File: src/rtl/btn_pkg.sv
// -----------------------------------------------------------------------------
// btn_pkg
// Shared constants and types for the push-button debounce stage.
//   DEBOUNCE_CYCLES_DEFAULT : hold time in clk cycles used on the board
//   DEBOUNCE_CYCLES_SIM     : short hold time used in simulation
//   btn_state_t             : per-channel debounced state (RELEASED/PRESSED)
// -----------------------------------------------------------------------------
package btn_pkg;

    localparam int DEBOUNCE_CYCLES_DEFAULT = 50000;
    localparam int DEBOUNCE_CYCLES_SIM     = 4;

    typedef enum logic {
        BTN_RELEASED = 1'b0,
        BTN_PRESSED  = 1'b1
    } btn_state_t;

endpackage

File: src/rtl/btn_debounce_ch.sv
// -----------------------------------------------------------------------------
// btn_debounce_ch
// One debounce channel: two-flop synchronizer, disagreement counter, stable
// level (two-state machine), registered press/release pulses and a toggle
// latch that flips on every accepted press.
// Ports:
//   clk           in   system clock
//   reset         in   synchronous active-high reset
//   raw           in   asynchronous button input, 1 = pressed
//   level         out  debounced level (1 = PRESSED state)
//   press_pulse   out  one-cycle pulse on an accepted 0->1 transition
//   release_pulse out  one-cycle pulse on an accepted 1->0 transition
//   toggle        out  flips on every accepted press
// DEBOUNCE_CYCLES must be >= 2.
// -----------------------------------------------------------------------------
module btn_debounce_ch
    import btn_pkg::*;
#(
    parameter int DEBOUNCE_CYCLES = DEBOUNCE_CYCLES_DEFAULT
) (
    input  logic clk,
    input  logic reset,
    input  logic raw,
    output logic level,
    output logic press_pulse,
    output logic release_pulse,
    output logic toggle
);

    localparam int CW = (DEBOUNCE_CYCLES > 1) ? $clog2(DEBOUNCE_CYCLES) : 1;
    localparam logic [CW-1:0] CNT_LAST = CW'(DEBOUNCE_CYCLES - 1);

    logic          s1;
    logic          s;
    logic [CW-1:0] cnt;
    btn_state_t    state;

    // The debounced level is the state itself.
    assign level = (state == BTN_PRESSED);

    always_ff @(posedge clk) begin
        if (reset) begin
            s1            <= 1'b0;
            s             <= 1'b0;
            cnt           <= '0;
            state         <= BTN_RELEASED;
            press_pulse   <= 1'b0;
            release_pulse <= 1'b0;
            toggle        <= 1'b0;
        end else begin
            s1            <= raw;
            s             <= s1;
            press_pulse   <= 1'b0;
            release_pulse <= 1'b0;

            if (s == level) begin
                // Agreement discards any partial count, so a bounce back
                // restarts the whole window.
                cnt <= '0;
            end else if (cnt < CNT_LAST) begin
                cnt <= cnt + CW'(1);
            end else begin
                // DEBOUNCE_CYCLES consecutive disagreeing samples: accept s.
                cnt           <= '0;
                state         <= s ? BTN_PRESSED : BTN_RELEASED;
                press_pulse   <= s;
                release_pulse <= ~s;
                if (s) begin
                    toggle <= ~toggle;
                end
            end
        end
    end

endmodule

File: src/rtl/btn_debounce.sv
// -----------------------------------------------------------------------------
// btn_debounce
// Debounce and edge-detect stage for the board push-buttons. Optionally
// inverts active-low inputs so "pressed" is 1 internally, then runs one
// independent btn_debounce_ch per button.
// Ports:
//   clk          in   system clock (only clock)
//   reset        in   synchronous active-high reset
//   btn_raw      in   [N_BTN] asynchronous button inputs
//   btn_level    out  [N_BTN] debounced level, 1 = pressed
//   btn_press    out  [N_BTN] one-cycle pulse per accepted press
//   btn_release  out  [N_BTN] one-cycle pulse per accepted release
//   btn_toggle   out  [N_BTN] flips on every accepted press
// -----------------------------------------------------------------------------
module btn_debounce
    import btn_pkg::*;
#(
    parameter int N_BTN           = 2,
    parameter int DEBOUNCE_CYCLES = DEBOUNCE_CYCLES_DEFAULT,
    parameter bit BTN_ACTIVE_LOW  = 1'b0
) (
    input  logic             clk,
    input  logic             reset,
    input  logic [N_BTN-1:0] btn_raw,
    output logic [N_BTN-1:0] btn_level,
    output logic [N_BTN-1:0] btn_press,
    output logic [N_BTN-1:0] btn_release,
    output logic [N_BTN-1:0] btn_toggle
);

    logic [N_BTN-1:0] btn_in;

    assign btn_in = BTN_ACTIVE_LOW ? ~btn_raw : btn_raw;

    for (genvar i = 0; i < N_BTN; i++) begin : g_ch
        btn_debounce_ch #(
            .DEBOUNCE_CYCLES(DEBOUNCE_CYCLES)
        ) u_ch (
            .clk          (clk),
            .reset        (reset),
            .raw          (btn_in[i]),
            .level        (btn_level[i]),
            .press_pulse  (btn_press[i]),
            .release_pulse(btn_release[i]),
            .toggle       (btn_toggle[i])
        );
    end

endmodule

File: config.mk
export PLATFORM = sky130hd
export DESIGN_NAME = btn_debounce
export DESIGN_NICKNAME = d
export VERILOG_FILES = /design/src/rtl/btn_pkg.sv /design/src/rtl/btn_debounce_ch.sv /design/src/rtl/btn_debounce.sv
export SDC_FILE = /design/constraint.sdc
export NUM_CORES = 1
export LEC_CHECK = 0
export ABC_AREA = 1
export BUFFER_PORTS_ARGS = -buffer_cell sky130_fd_sc_hd__buf_2
export CAP_MARGIN = 0
export CORE_MARGIN = 2
export CORE_UTILIZATION = 45
export CTS_BUF_LIST = sky130_fd_sc_hd__clkbuf_2
export DETAILED_ROUTE_END_ITERATION = 16
export PLACE_DENSITY_LB_ADDON = 0.05
export REMOVE_ABC_BUFFERS = 1
export SLEW_MARGIN = 20
export SYNTH_ARGS = -nofsm -noshare
export SYNTH_HDL_FRONTEND = slang
export SYNTH_SLANG_ARGS = --single-unit
File: constraint.sdc
create_clock -name clk -period 4.56 [get_ports clk]
set_clock_uncertainty 0.15 [all_clocks]
set_input_delay 0.684 -clock clk [delete_from_list [all_inputs] [get_ports clk]]
set_output_delay 0.684 -clock clk [all_outputs]
set_load 0.01 [all_outputs]
==> out/metrics.csv <==
metric;value;unit
Vias/cell;4.77;
Avg WL per Cell;10.5;microns
combinational group share of total power;1.7;%
final worst slack;2680;ps
Slew @ Worst Pin;343;ps
largest vdd supply drop;127;uV
YS warnings;0;
CP cell instances;buf_2;
Slowest cell on crit path;dfxtp_1;
sequential share of the synthesized area;41.6;%
met2 wire length;1.54;mm
met1 WL;1.90;mm
H-tree Lvls;2;
DRC;0;
Final setup viols;0;
drt first pass iters;5;
maximum achievable frequency;533;MHz
total clock buffers created by CTS;5;
DIE HEIGHT;72.6;microns
initial DRC count;73;
slowest stage delay, CP;460;ps
Clk Latency, worst-skew pair;420;ps
total gr overflow;0;
#FFs+latches synth;44;
number of max-cap violations;0;
die width;72.6;microns
Port Buffers;11;
R2R depth;6;
Power Total;0.000622;W
setup_tns;0;ps
Synth Instances;282;
full die area;0.00527;sq mm
simple-gate share of the synthesized area;35.3;%
Final Cycle Share;41.2;%
row count;24;
post-synthesis xor/xnor area fraction;5.73;%
gpl congestion;0.853;
antenna cells;0;
post-cts resize count;0;
post-route ant nets;0;
dpl ws;2680;ps
dpl hpwl;2.66;mm
HP Class;flip-flop to flip-flop;
crit path launch type;flip-flop;
largest family of logic cells by synthesized area;simple AND/OR/NAND/NOR gates;
antenna violations before repair;0;
Final Hold Fails;0;
commonest non-fill, non-tap cell in the layout;nand2_1;
Sink Count;44;
crit path max fanout;4;
Final nets;296;
Post-Syn Area per Cell;7.51;sq um
Switch Pwr;0.000140;W
total track usage;15.3;%
CTS root buffer;clkbuf_2;
P_leak;0.872;nW
highest metal used;met4;
clock transition at the registers of the reported paths;230;ps
final WL;3.61;mm
met3 routed WL;97;microns
CTS tree;yes;
most frequent cells in the layout;nand2_1, nor2_1, dfxtp_1, inv_1, nand3_1;
hold_ws;268;ps
Slew Viols, Final;0;
status;complete, no violations;
vias in the first global route;1462;
WS Path Type;flip-flop to output pin;
via count;1637;
Worst Path Buf+Inv;1;
switch share;22.4;%
cts hold-fix bufs;0;
num ports;12;
critical path depth;1;
RSZ-0062 raised after global routing;no;
global-route wire length before repair;6.27;mm
area delta synth->final;4.96;%
# fillers;440;
post-CTS setup buffers;0;
Distinct cells, synth;28;
Worst Setup End Kind;output pin;
Synth Area in Adders;1.18;%
Util after Layout;50.0;%
P per Cell Area;280;mW/mm^2
Largest delay share family, worst path;flip-flops;
Initial Utilization;47.6;%
Compound-Gate Fraction of Synth Area;4.79;%
mux share of post-synthesis cell area;0;%
cell internal pwr;0.000483;W
Synth Cell Area;0.00212;sq mm
largest net degree at the start of global routing;17;
Placeable Area;0.00444;sq mm
register share of total power;62.5;%
part of the power in the clock network;35.7;%
Tmin final;1880;ps
Clock Tree Buf Depth;2;
data required time of the worst path;3730;ps
crit path DAT;1040;ps
hold depth;2;
layout cells sized above 1;16.5;%
Relative slew margins;77.1;%
==> power by group through the flow <==
stage | combinational, W | sequential (W) | clock, W
after floorplan | 0.00000749 | 0.000396 | 0
after global placement | 0.0000109 | 0.000396 | 0
after detailed placement | 0.0000111 | 0.000396 | 0
after CTS | 0.0000111 | 0.000389 | 0.000234
after global routing | 0.0000123 | 0.000390 | 0.000249
final | 0.0000108 | 0.000389 | 0.000222
==> worst paths after layout <==
kind / slack [ps] / to / from
min reg2reg: 270 / g_ch[1].u_ch.s / g_ch[1].u_ch.s1
min: 270 / g_ch[1].u_ch.s / g_ch[1].u_ch.s1
max reg2reg: 2900 / g_ch[1].u_ch.cnt[2] / g_ch[1].u_ch.cnt[0]
max: 2680 / btn_level[0] / g_ch[0].u_ch.level
==> synth_stat cells (all sizes together) <==
cell | count | share of area (%)
a21oi | 16 | 4.1
buf | 10 | 3.9
dfxtp | 44 | 42
ha | 2 | 1.2
inv | 42 | 7.4
nand2 | 58 | 11
nand3 | 23 | 5.9
nand3b | 1 | 0.35
nand4 | 9 | 4.1
nor2 | 46 | 8.6
nor3 | 14 | 4.8
o21ai | 2 | 0.65
or2 | 2 | 0.59
xnor2 | 1 | 0.41
xor2 | 12 | 5.3
==> cell type report <==
cell class | count | area, sq um | share of cell area, %
flip-flops and latches | 44 | 881 | 39.6
well taps | 52 | 65.1 | 2.93
repair buffers | 11 | 55.1 | 2.48
inverters | 42 | 158 | 7.09
multi-input cells | 186 | 996 | 44.8
clock inverters | 3 | 42.5 | 1.91
clock buffers | 5 | 25.0 | 1.13
==> flip-flops by register name, summed over array words and instances, names as in the netlist <==
name,count
g_ch.u_ch.press_pulse,2
g_ch.u_ch.s1,2
g_ch.u_ch.level,2
g_ch.u_ch.toggle,2
g_ch.u_ch.cnt,32
g_ch.u_ch.release_pulse,2
g_ch.u_ch.s,2
==> per-stage QoR <==
stage,std cells,instance area [sq um]
after floorplan,272,2030
after global placement,335,2150
after detailed placement,335,2150
after CTS,343,2220
after global routing,343,2220
final,343,2220
==> layer usage <==
layer | up-vias | GRT usage [%]
met5 | - | 0
met4 | 0 | 7.41
met3 | 6 | 4.56
met2 | 15 | 23.3
met1 | 721 | 19.8
li1 | 895 | -
==> cells by family (layout without fill, tap and decap cells) <==
| group | Yosys count | count (layout) |
|---|---|---|
| DFF | 44 | 44 |
| and+or+nand+nor | 153 | 153 |
| AOI/OAI and AO/OA | 18 | 18 |
| adders and majority gates | 2 | 2 |
| xor gates and xnor gates | 13 | 13 |
| buffers and inverters | 52 | 61 |
(Power assumes the default switching activity.)
